$ cat config.mk
export PLATFORM = sky130hd
export DESIGN_NAME = perf_monitor
export DESIGN_NICKNAME = d
export VERILOG_FILES = /design/src/rtl/perf_monitor.sv
export SDC_FILE = /design/constraint.sdc
export NUM_CORES = 1
export LEC_CHECK = 0
export BUFFER_PORTS_ARGS = -buffer_cell sky130_fd_sc_hd__buf_4
export CORE_MARGIN = 2
export CORE_UTILIZATION = 40
export CTS_CLUSTER_DIAMETER = 120
export DETAILED_ROUTE_END_ITERATION = 6
export GPL_TIMING_DRIVEN = 0
export PLACE_DENSITY = 0.67
export SLEW_MARGIN = 10
export SYNTH_ARGS = -nofsm -noshare
export SYNTH_HDL_FRONTEND = slang
export SYNTH_SLANG_ARGS = --single-unit
$ cat constraint.sdc
create_clock -name clk -period 2.34 [get_ports clk]
set_input_delay 0.234 -clock clk [delete_from_list [all_inputs] [get_ports clk]]
set_output_delay 0.234 -clock clk [all_outputs]
set_load 0.01 [all_outputs]
$ cat src/rtl/perf_monitor.sv
// Run-based performance monitor: counts cycles, stalls, branches, mispredicts and
// distinct fetch addresses between en and finish, with saturating counters and a registered readout.
module perf_monitor #(
  parameter int CNT_W = 16
) (
  input  logic             clk,
  input  logic             rst_n,
  input  logic             en,
  input  logic             clr,
  input  logic             finish,
  input  logic             stall,
  input  logic             flush,
  input  logic             br_type,
  input  logic [29:0]      i_addr,
  input  logic [2:0]       rsel,
  output logic [CNT_W-1:0] rdata,
  output logic             running,
  output logic             done,
  output logic             ovf
);

  typedef enum logic [1:0] {
    IDLE = 2'd0,
    RUN  = 2'd1,
    DONE = 2'd2
  } state_e;

  localparam int NUM_CNT = 5;
  localparam int CYC     = 0;
  localparam int STL     = 1;
  localparam int BR      = 2;
  localparam int MIS     = 3;
  localparam int FETCH   = 4;

  localparam logic [CNT_W-1:0] CNT_MAX = {CNT_W{1'b1}};
  localparam logic [CNT_W-1:0] CNT_ONE = {{(CNT_W-1){1'b0}}, 1'b1};

  state_e           state_q, state_d;
  logic [CNT_W-1:0] cnt_q [NUM_CNT];
  logic [CNT_W-1:0] cnt_d [NUM_CNT];
  logic [29:0]      last_addr_q, last_addr_d;
  logic [CNT_W-1:0] rdata_q, rdata_d;
  logic             ovf_q, ovf_d;
  logic [NUM_CNT-1:0] inc;

  // Event qualification: a stalled cycle counts only as a stall, whatever else is asserted.
  always_comb begin
    inc        = '0;
    inc[CYC]   = 1'b1;
    inc[STL]   = stall;
    inc[BR]    = br_type & ~stall;
    inc[MIS]   = flush & ~stall;
    inc[FETCH] = ~stall & (i_addr != last_addr_q);
  end

  always_comb begin
    state_d     = state_q;
    last_addr_d = last_addr_q;
    ovf_d       = ovf_q;
    for (int i = 0; i < NUM_CNT; i++) begin
      cnt_d[i] = cnt_q[i];
    end

    if (clr) begin
      state_d     = IDLE;
      last_addr_d = '0;
      ovf_d       = 1'b0;
      for (int i = 0; i < NUM_CNT; i++) begin
        cnt_d[i] = '0;
      end
    end else begin
      unique case (state_q)
        IDLE: begin
          if (en) state_d = RUN;
        end
        RUN: begin
          for (int i = 0; i < NUM_CNT; i++) begin
            if (inc[i]) begin
              if (cnt_q[i] == CNT_MAX) ovf_d = 1'b1;
              else                     cnt_d[i] = cnt_q[i] + CNT_ONE;
            end
          end
          if (!stall) last_addr_d = i_addr;
          if (finish) state_d = DONE;
        end
        DONE: begin
          state_d = DONE;
        end
        default: begin
          state_d = IDLE;
        end
      endcase
    end
  end

  // Readout samples the counters as they stand before this edge's update.
  always_comb begin
    rdata_d = '0;
    case (rsel)
      3'd0:    rdata_d = cnt_q[CYC];
      3'd1:    rdata_d = cnt_q[STL];
      3'd2:    rdata_d = cnt_q[BR];
      3'd3:    rdata_d = cnt_q[MIS];
      3'd4:    rdata_d = cnt_q[FETCH];
      default: rdata_d = '0;
    endcase
  end

  always_ff @(posedge clk or negedge rst_n) begin
    if (!rst_n) begin
      state_q     <= IDLE;
      last_addr_q <= '0;
      rdata_q     <= '0;
      ovf_q       <= 1'b0;
      for (int i = 0; i < NUM_CNT; i++) begin
        cnt_q[i] <= '0;
      end
    end else begin
      state_q     <= state_d;
      last_addr_q <= last_addr_d;
      rdata_q     <= rdata_d;
      ovf_q       <= ovf_d;
      for (int i = 0; i < NUM_CNT; i++) begin
        cnt_q[i] <= cnt_d[i];
      end
    end
  end

  assign rdata   = rdata_q;
  assign ovf     = ovf_q;
  assign running = (state_q == RUN);
  assign done    = (state_q == DONE);

endmodule

Yosys cells after proc, flatten, opt, wreduce, memory -nomap -nowiden. Index checks and enable logic that the tools add are counted.

Bitwise gates (word level): 4. Div/mod/pow operators: 0. Order comparisons: 0. Reductions and logical operators: 14. Equality and inequality tests: 20. Shifts and indexed selects: 0. Add/sub/neg operators: 5. Multiply operators: 0. Multiplexer cells: 32.

Operators with widths (number): 2-to-1 mux 80 bit (2); 2-to-1 mux 16 bit (9); 2-to-1 mux 30 bit (3); adder 16 x 1 -> 16 bit (second input constant) (5); == test 16 bit (second input constant) (5); one-hot mux 16 bit (5 select lines) (1); != test 30 bit (1); 2-to-1 mux 1 bit (13); != test 2 bit (second input constant) (6); AND reduction 3 bit (4); nonzero test 2 bit (5); == test 3 x 2 -> 1 bit (second input constant) (2); 2-to-1 mux 2 bit (3); != test 3 bit (second input constant) (2); one-hot mux 2 bit (3 select lines) (1); AND reduction 2 bit (3); bitwise AND 1 bit (3); == test 3 x 1 -> 1 bit (second input constant) (1); == test 3 bit (second input constant) (1); zero test 3 bit (1); == test 2 x 1 -> 1 bit (second input constant) (1); == test 2 bit (second input constant) (1); zero test 2 bit (1); inverter 1 bit (1).

Bits of input ports: 41. Bits in latches: 0. Flip-flop bits (word level): 129. Memories kept: 0. Output and inout bits: 19. ROM bits: 0. Word-level logic and storage cells: 84. Memory bits (writable): 0.

Depth between registers and ports, before layout. Gate-level depths: netlist (run 1).

Depth in word-level cells: 14. Mapped depth: 9. Depth with buffers taken out: 8.

Least setup slack after synthesis (run 1). Ideal clock, no wire load.

Kind: reg2reg. From: reg state_q[1]. To: reg cnt_q[15] (netlist name). Cell stages (with the launch flop): 9. Data arrival time: 2.076 ns. Path slack: 0.186 ns. Setup time: 0.078 ns. Required time: 2.262 ns. Buffers on the path: 1. Period minus slack after synthesis: 2.154 ns. Cell sequence: dfrtp_1 inv_1 ha_1 nor2b_1 buf_2 o21ai_2 or4_1 or3_1 a21oi_1.

Longest elaborated chain between the ends: 3.

Ends and longest elaborated chain: from (decl) (RTL line 38) `state_e state_q, state_d;`; from (signal assigned) (RTL line 119) `state_q <= state_d;`; == test 2 x 1 -> 1 bit; via running (RTL line 17) `output logic running,`; nonzero test 2 bit (no source line); AND reduction 3 bit (no source line); to (signal, indexed assignment) (RTL line 124) `cnt_q[i] <= cnt_d[i];`; to (decl) (RTL line 39) `logic [CNT_W-1:0] cnt_q [NUM_CNT];`.

The timed path passes the listed nets, and every way through them passes these cells. A chain may end at the register's enable or synchronous reset.

Final worst setup path (run 1).
From: reg cnt_q[2] (netlist name). To: reg cnt_q[13] (netlist name).

Longest elaborated chain between the ends: 5. Elaborated cells on any way between the ends: 8. Classes of those cells: add/sub (1); eq/ne (2); mux (4); reduce/logical (1).

Ends and longest elaborated chain: adder 16 x 1 -> 16 bit (RTL line 80) `else cnt_d[i] = cnt_q[i] + CNT_ONE;`; 2-to-1 mux 16 bit (RTL line 79) `if (cnt_q[i] == CNT_MAX) ovf_d = 1'b1;`; 2-to-1 mux 16 bit (RTL line 78) `if (inc[i]) begin`; 2-to-1 mux 80 bit (RTL line 72) `unique case (state_q)`; 2-to-1 mux 80 bit (RTL line 64) `if (clr) begin`.

Parallel ways exist; a longest one is shown, timed or not. The select of a mux whose other input is x is not followed.

==> qor.csv, run 1 <==
metric;value;unit
synth warn;0;
fraction of layout cells with a size suffix above 1;14.3;%
Worst Setup SP;cnt_q[2];
Adder-Cell Fraction of Synth Area;1.45;%
Final period util;95.0;%
Worst Skew;0.00767;ns
number of flops mapped to enable cells by yosys;0;
final slew viol count;0;
grt total ovfl;0;
Yosys reg bits;129;
Tightest Pin Transition;0.789;ns
Reg2Reg Setup Slack;0.12;ns
CTS tree;yes;
hold path startpoint;i_addr[14];
WL/cell;16.2;um
fillers;1625;
RSZ-0062 raised after global routing;false;
post-synthesis mux area share;6.34;%
NumNets Final;868;
Hold Fails Final Rpt;0;
Die Y;135;um
core box area;0.0171;mm^2
clk root buf;clkbuf_16;
Max-Cap Viols;0;
detailed placer's ending HPWL;12300;um
Hold Crit Class;in2reg;
r2r endpoint;cnt_q[13];
remaining design rule violation count;0;
synthesized instance count;736;
row cnt;48;
Synth area leader;dfrtp_1;
Vias/cell;5.30;
PwrDens;632;mW/mm^2
Placed Area;0.00764;mm^2
CP arrival;2.53;ns
crit path max fanout;10;
fin area;0.00830;mm^2
top-count cell post-synth;dfrtp_1;
Total GRT Usage;19.8;%
compound-gate portion of the synthesized area;8.55;%
Reg2Reg Launch Point;cnt_q[2];
final setup vio count;0;
FF/Latch Area;0.00323;mm^2
XOR/XNOR share of the synthesized area;11.5;%
Port Buffers;56;
hold depth;3;
vias in the first global route;5463;
GPL Wtd Cong;0.871;
router iterations before antenna repair;5;
CP Class;reg2reg;
Setup TNS;0;ns
initial antenna violation count;0;
sequential-to-total area share from yosys stat;46.7;%
post-synthesis simple-gate area fraction;22.8;%
Die X;135;um
Main synth FF type;dfrtp_1;
peak supply drop;0.508;mV
num ports;60;
largest net degree at the start of global routing;81;
Hold EP;last_addr_q[14];
vias post-DR;5593;
ranking of synthesized cells by area;dfrtp_1 (47%), xor2_1 (5.8%), xnor2_1 (5.7%);
Post-synth top cells;dfrtp_1 (129), nor2_1 (101), nand2_1 (99), a21oi_1 (57), xor2_1 (46);
Clock Sinks;129;
Req. time, crit path;2.65;ns
Rel. slew slack;47.4;%
H-tree Lvls;4;
Routed WL;17100;um
path depth of the worst reg2reg path;7;
Synth Area per Inst;9.38;um^2
CTS max path bufs;2;
syn nets;785;
Die Area;0.0183;mm^2
drt initial violations;382;
Yosys cell types;52;
Clk Latency, worst-skew pair;0.43;ns
min cycle time layout;2.22;ns
Starting Density;40.4;%
antenna cell count;0;
share of the synthesized area in the top cell type;46.7;%
leak pwr;0.00348;uW
footprint of the multi-input gates;0.00357;mm^2
Post-Syn Area;0.00691;mm^2
main combinational cell family by area after synthesis;simple AND/OR/NAND/NOR gates;
Area growth, synth to finish;20.1;%
FMAX;450;MHz
global-route wire length before repair;27800;um
CP endpoint kind;register;
Clock Pin Slew Worst Setup and Hold Paths;0.05;ns
asr flop ratio synth;100;%
antenna-violating nets left;0;
status;finished clean;
CTS buffer count;17;
Worst setup SP type;register;
[kinds of logic after synthesis]
family | Yosys count
xor gates and xnor gates | 91
adders and majority gates | 8
DFF | 129
buffers and inverters | 44
AOI/OAI and AO/OA | 96
and+or+nand+nor | 327
muxes | 41
[area by class of cell]
| class | count | share of cell area, % |
|---|---|---|
| plain buffers | 34 | 1.70 |
| clock buffers | 22 | 5.48 |
| clock inverters | 8 | 0.784 |
| multi-input cells | 563 | 43.0 |
| repair buffers | 64 | 6.26 |
| inverters | 10 | 0.452 |
| well taps | 225 | 3.39 |
| flip-flops and latches | 129 | 38.9 |
[critical path, stage by stage (launching register included)]
cell and delay, ns:
dfrtp_1 0.50, nand3_2 0.17, or4_4 0.55, o21ai_4 0.22, a21oi_2 0.08, buf_6 0.18, nand4_2 0.09, mux2_1 0.31
[timing repair]
item                       4_1_cts  5_1_grt
pin swaps                        0        2
hold endpoints to repair        49        0
gates cloned                     0        0
setup endpoints to repair       40       31
gates resized for setup          6       11
hold buffers                     1        0
setup buffers                    0        6
[worst max-delay path by stage]
stage	cells after the start	to
3_3_place_gp	8	cnt_q[15]
4_1_cts	8	cnt_q[15]
5_1_grt	8	cnt_q[15]
6_report	7	cnt_q[13]
2_1_floorplan	8	cnt_q[15]
3_5_place_dp	8	cnt_q[15]
[per-layer routing]
layer | track usage (%) | part of all wire [%] | vias to the layer above
met5 | 0 | 0 | -
met4 | 6.60 | 2.1 | 0
met3 | 6.21 | 6.8 | 33
met2 | 29.6 | 44 | 173
met1 | 27.3 | 47 | 2675
li1 | - | - | 2712
[registers in the layout, indices dropped and copies added (netlist names)]
name / count
cnt_q: 80
last_addr_q: 30
rdata: 16
state_q: 2
ovf: 1
[metrics by stage]
stage / util (%) / setup slack, ns / hold slack, ns / power (uW) / instances
after floorplan: - / 0.186 / -0.0616 / 2650 / 736
after global placement: 44.5 / -0.156 / 0.494 / 2850 / 1017
after detailed placement: 44.6 / -0.187 / 0.205 / 2870 / 1018
after CTS: 47.9 / 0.0247 / 0.0527 / 5260 / 1049
after global routing: 48.5 / 0.0104 / 0.0573 / 5450 / 1055
final: 48.5 / 0.117 / 0.0584 / 5250 / 1055
[cells in the final DEF, fill, tap and decap left out, drive strengths merged, types with 30 or more instances in the layout]
master	count
xor2	46
clkbuf	50
nand3	30
buf	69
nor2	101
a21oi	58
xnor2	45
mux2i	34
nand2	99
nand4	36
dfrtp	129
[power by group]
part	leakage [uW]	internal [uW]	switching, uW
sequential	0.00179	2280	47.0
combinational	0.00143	222	318
clock	0.000263	1460	920
(Power assumes the default switching activity.)
==> inputs of run 2 (changes only) <==
CELL_PAD_IN_SITES_DETAIL_PLACEMENT = 0   (was not set)
CELL_PAD_IN_SITES_GLOBAL_PLACEMENT = 1   (was not set)
CORE_UTILIZATION = 47   (was 40)
PLACE_DENSITY = 0.91   (was 0.67)
==> qor.csv, run 2 (synthesis gave the netlist of run 1 again) <==
metric;value;unit
CTS tree;yes;
Die Area;0.0157;mm^2
fraction of layout cells with a size suffix above 1;14.4;%
row cnt;44;
CP arrival;2.54;ns
hold path startpoint;i_addr[20];
leak pwr;0.00351;uW
Clock Sinks;129;
antenna-violating nets left;0;
fillers;1273;
Port Buffers;56;
initial antenna violation count;0;
vias in the first global route;5635;
most common cell after layout, fill and taps aside;dfrtp_1;
commonest non-fill, non-tap cells in the layout;dfrtp_1 (127), nor2_1 (101), nand2_1 (99);
fin cells;1015;
Hold EP;last_addr_q[20];
Routed WL;17300;um
Final Hold Slack;0.0653;ns
FMAX;447;MHz
Clk Latency, worst-skew pair;0.42;ns
detailed placer's ending HPWL;12600;um
antenna cell count;0;
GPL Wtd Cong;0.926;
Reg2Reg Setup Slack;0.10;ns
CP Class;reg2reg;
PwrDens;685;mW/mm^2
remaining design rule violation count;0;
Req. time, crit path;2.64;ns
Die Y;125;um
NumNets Final;867;
Reg2Reg Launch Point;cnt_q[1];
Tightest Pin Transition;0.792;ns
Starting Density;47.9;%
hold depth;3;
path depth of the worst reg2reg path;8;
placed cells;977;
Area growth, synth to finish;20.2;%
largest register by flop count;cnt_q;
router iterations before antenna repair;5;
Final period util;95.6;%
WL/cell;17.0;um
H-tree Lvls;4;
Clock Pin Slew Worst Setup and Hold Paths;0.06;ns
clk root buf;clkbuf_16;
CP endpoint kind;register;
Rel. slew slack;46.7;%
crit path max fanout;10;
Vias/cell;5.56;
CTS buffer count;17;
status;finished clean;
drt initial violations;444;
final setup vio count;0;
CTS max path bufs;2;
r2r endpoint;cnt_q[13];
Worst Skew;0.00801;ns
RSZ-0062 raised after global routing;false;
largest net degree at the start of global routing;83;
min cycle time layout;2.24;ns
max reg flops;80;
Die X;125;um
num ports;60;
grt total ovfl;0;
footprint of the multi-input gates;0.00353;mm^2
core box area;0.0144;mm^2
global-route wire length before repair;28500;um
Max-Cap Viols;0;
FF/Latch Area;0.00323;mm^2
final slew viol count;0;
Setup TNS;0;ns
Hold Crit Class;in2reg;
Hold Fails Final Rpt;0;
Total GRT Usage;22.8;%
Worst setup SP type;register;
vias post-DR;5645;
peak supply drop;0.530;mV
-- run 2: power by group --
part / leakage [uW] / switching (uW) / internal [uW]
Clock: 0.000305 / 994 / 1840
Sequential: 0.00179 / 47.1 / 2280
Combinational: 0.00142 / 314 / 212
-- run 2: what timing repair did --
| item | CTS | global route |
|---|---|---|
| hold endpoints to repair | 47 | 0 |
| endpoints found under the setup margin | 30 | 25 |
| hold buffers | 1 | 0 |
| pin swaps | 0 | 1 |
| cloned | 0 | 0 |
| gates resized for setup | 5 | 4 |
| buffers inserted | 0 | 5 |
-- run 2: worst max-delay path by stage --
| stage | start | depth (start not counted) | endpoint |
|---|---|---|---|
| 6_report | cnt_q[1] | 8 | cnt_q[13] |
| 5_1_grt | cnt_q[1] | 8 | cnt_q[13] |
| 4_1_cts | cnt_q[1] | 8 | cnt_q[13] |
| 3_5_place_dp | state_q[1] | 8 | cnt_q[15] |
| 3_3_place_gp | state_q[1] | 8 | cnt_q[15] |
| 2_1_floorplan | state_q[1] | 8 | cnt_q[15] |
-- run 2: worst max-delay path: stages, from the launching register on --
cell,delay (ns)
dfrtp_2,0.43
ha_2,0.25
nand3_1,0.11
or4_4,0.47
o21ai_4,0.21
a21oi_2,0.08
buf_6,0.17
nand4_2,0.09
mux2_1,0.31
-- run 2: cell type report --
type                    count  share of cell area, %
well taps                 184                   2.77
multi-input cells         563                   42.5
clock buffers              19                   5.45
repair buffers             63                   6.01
clock inverters            13                   2.21
inverters                  10                  0.452
flip-flops and latches    129                   38.9
plain buffers              34                   1.69
-- run 2: per-layer routing --
layer	GRT usage, %	wire length [um]	vias up
met1	30.6	7840	2716
li1	-	-	2702
met5	0	0	-
met2	35.6	8010	195
met4	7.71	388	0
met3	6.80	1060	32
-- run 2: stage by stage --
| step | total power (uW) | instance area (um^2) | setup slack (ns) | util (%) |
|---|---|---|---|---|
| 2_1_floorplan | 2650 | 6910 | 0.186 | - |
| 4_1_cts | 5720 | 8260 | 0.0229 | 57.3 |
| 5_1_grt | 5920 | 8300 | 0.00135 | 57.6 |
| 6_report | 5690 | 8300 | 0.104 | 57.6 |
| 3_5_place_dp | 2860 | 7590 | -0.151 | 52.6 |
| 3_3_place_gp | 2840 | 7560 | -0.113 | 52.4 |
==> inputs of run 3 (changes only) <==
ABC_AREA = 1   (was not set)
CORE_UTILIZATION = 45   (was 47)
PLACE_DENSITY = 0.9   (was 0.91)
clock period = 2.3 ns   (was 2.34 ns; I/O delays follow)
==> qor.csv, run 3 <==
metric;value;unit
status;finished clean;
CP endpoint kind;register;
CTS buffer count;17;
fraction of layout cells with a size suffix above 1;13.5;%
CTS tree;yes;
Area growth, synth to finish;17.6;%
final slew viol count;0;
Clock power frac;44.4;%
remaining design rule violation count;0;
Int Pwr;4600;uW
largest net degree at the start of global routing;82;
NumNets Final;1157;
Final period util;92.3;%
antenna cell count;0;
setup slack at placement;0.0184;ns
Main synth FF type;dfrtp_1;
met3 Track Usage GR;4.34;%
met2 track demand over resource;40.2;%
Die Area;0.0184;mm^2
M1 GR Usage;33.9;%
number of flops mapped to enable cells by yosys;0;
synthesized instance count;1029;
Clock Pin Slew Worst Setup and Hold Paths;0.06;ns
Yosys cell types;37;
Tightest Pin Transition;0.757;ns
Setup TNS;0;ns
H-tree Lvls;4;
synth warn;0;
highest-delay cell along the critical path;dfrtp_1;
Final Hold Slack;0.0564;ns
asr flop ratio synth;100;%
Sw Pwr;1840;uW
Die X;136;um
sequential power share;39.2;%
fin cells;1346;
Req. time, crit path;2.66;ns
Setup WS post-layout;0.177;ns
Worst Skew;0.00818;ns
Synth Area per Inst;7.59;um^2
Worst Setup SP;state_q[1];
Worst setup SP type;register;
fin util;53.7;%
vias post-DR;7222;
fillers;1686;
most common cell after layout, fill and taps aside;nand2_1;
global-route wire length before repair;35500;um
crit-path cells;inv_1, ha_1, inv_1, nor2_2, nand2_2, inv_4, buf_2, nand4_1, nand2_1;
WL/cell;16.3;um
router iterations before antenna repair;5;
Starting Density;45.6;%
Post-Syn Area;0.00781;mm^2
crit-path max cell delay;0.39;ns
peak supply drop;0.551;mV
Routed WL;21900;um
top-count cell post-synth;nand2_1;
ranking of synthesized cells by area;dfrtp_1 (41%), nand2_1 (11%), inv_1 (6.6%);
Most Crowded Layer GR;met2;
Hold Fails Final Rpt;0;
PwrDens;701;mW/mm^2
min cycle time layout;2.12;ns
Clk Latency, worst-skew pair;0.43;ns
Sw Ratio;28.6;%
max reg flops;80;
drt initial violations;621;
RSZ-0062 raised after global routing;false;
share of the synthesized area in the top cell type;41.3;%
row cnt;48;
final setup vio count;0;
Crit path max-delay family;buffers and inverters;
placed cells;1313;
hold path startpoint;i_addr[5];
clk root buf;clkbuf_16;
commonest non-fill, non-tap cells in the layout;nand2_1 (232), inv_1 (138), dfrtp_1 (129);
largest register by flop count;cnt_q;
Max-Cap Viols;0;
vias in the first global route;6735;
Yosys reg bits;129;
detailed placer's ending HPWL;16100;um
Vias/cell;5.37;
Rel. slew slack;49.5;%
FMAX;471;MHz
CP arrival;2.48;ns
cell mode on critical path;inv_1;
Setup Fix Bufs, Post-CTS;0;
Synth area leader;dfrtp_1;
initial antenna violation count;0;
GPL Wtd Cong;0.945;
core box area;0.0171;mm^2
CP Class;reg2reg;
grt total ovfl;0;
combinational share of power;16.4;%
Clock Sinks;129;
CP Buf/Inv Count;4;
sequential-to-total area share from yosys stat;41.3;%
Die Y;136;um
CTS max path bufs;2;
antenna-violating nets left;0;
Port Buffers;58;
leak pwr;0.00417;uW
syn nets;1078;
Post-synth top cells;nand2_1 (232), inv_1 (138), dfrtp_1 (129), nand3_1 (98), nor2_1 (84);
Reg2Reg Launch Point;state_q[1];
Hold Crit Class;in2reg;
crit path max fanout;10;
Total GRT Usage;25.1;%
num ports;60;
==> run 3: changes by cell type after synthesis, moves of 11 or more <==
cell,previous run,this run
nand2_1,99,232
o21ai_0,4,62
a221oi_1,0,13
mux2i_1,34,0
o31ai_1,0,15
o21ai_1,1,14
nor3_1,6,29
nand3_1,28,98
inv_1,10,138
xnor2_1,45,15
and3_1,11,0
nor2_1,101,84
a21oi_1,57,8
clkbuf_1,28,17
==> run 3: repair_timing <==
| action | CTS | global route |
|---|---|---|
| gates resized for setup | 1 | 1 |
| hold endpoints to repair | 48 | 0 |
| setup endpoints to repair | 1 | 37 |
| hold buffers | 1 | 0 |
| pin swaps | 0 | 0 |
| cloned | 0 | 0 |
==> run 3: per-layer routing <==
metal | vias to the layer above | wire length, um
met3 | 53 | 1260
li1 | 3540 | -
met5 | - | 0
met4 | 0 | 631
met1 | 3381 | 9640
met2 | 248 | 10400
==> run 3: through the flow <==
step           total power (uW)  instance area, um^2
2_1_floorplan              3220                 7810
3_3_place_gp               3600                 8530
3_5_place_dp               3620                 8560
4_1_cts                    6490                 9180
5_1_grt                    6730                 9180
6_report                   6440                 9180
==> run 3: tightest hold or removal path, delay by kind of cell <==
kind / cells / cell delay (ns)
buffers and inverters: 1 / 0.09
AND/OR/NAND/NOR: 1 / 0.06
AO/OA/AOI/OAI: 1 / 0.06
==> run 3: logic make-up after synthesis <==
logic type | share of synthesized area, %
flops | 41.3
buf+inv | 9.55
xor+xnor | 6.62
compound gates | 10.8
simple gates | 30.4
fa+ha+maj | 1.28
==> run 3: final cells by class <==
type	instances	area, um^2	area share [%]
plain buffers	37	195	2.13
clock buffers	21	450	4.90
clock inverters	11	161	1.76
inverters	146	551	5.99
multi-input cells	717	3840	41.8
flip-flops and latches	129	3230	35.1
well taps	225	282	3.07
repair buffers	60	477	5.19
==> run 3: final timing paths <==
check | cells past startpoint | to | slack [ns]
worst max-delay path | 9 | cnt_q[4] | 0.18
max in group asynchronous | 3 | cnt_q[1] | 1.22
min in group asynchronous | 2 | cnt_q[75] | 0.31
worst min register to register | 2 | ovf | 0.50
worst min-delay path | 3 | last_addr_q[5] | 0.06
worst max register to register | 9 | cnt_q[4] | 0.18
==> run 3: power by group through the flow <==
| stage | clock network [uW] | logic [uW] | registers [uW] |
|---|---|---|---|
| after floorplan | 0 | 686 | 2530 |
| after CTS | 2900 | 1070 | 2520 |
| after detailed placement | 0 | 1060 | 2560 |
| after global placement | 0 | 1050 | 2550 |
| final | 2860 | 1060 | 2520 |
| after global routing | 2990 | 1200 | 2540 |
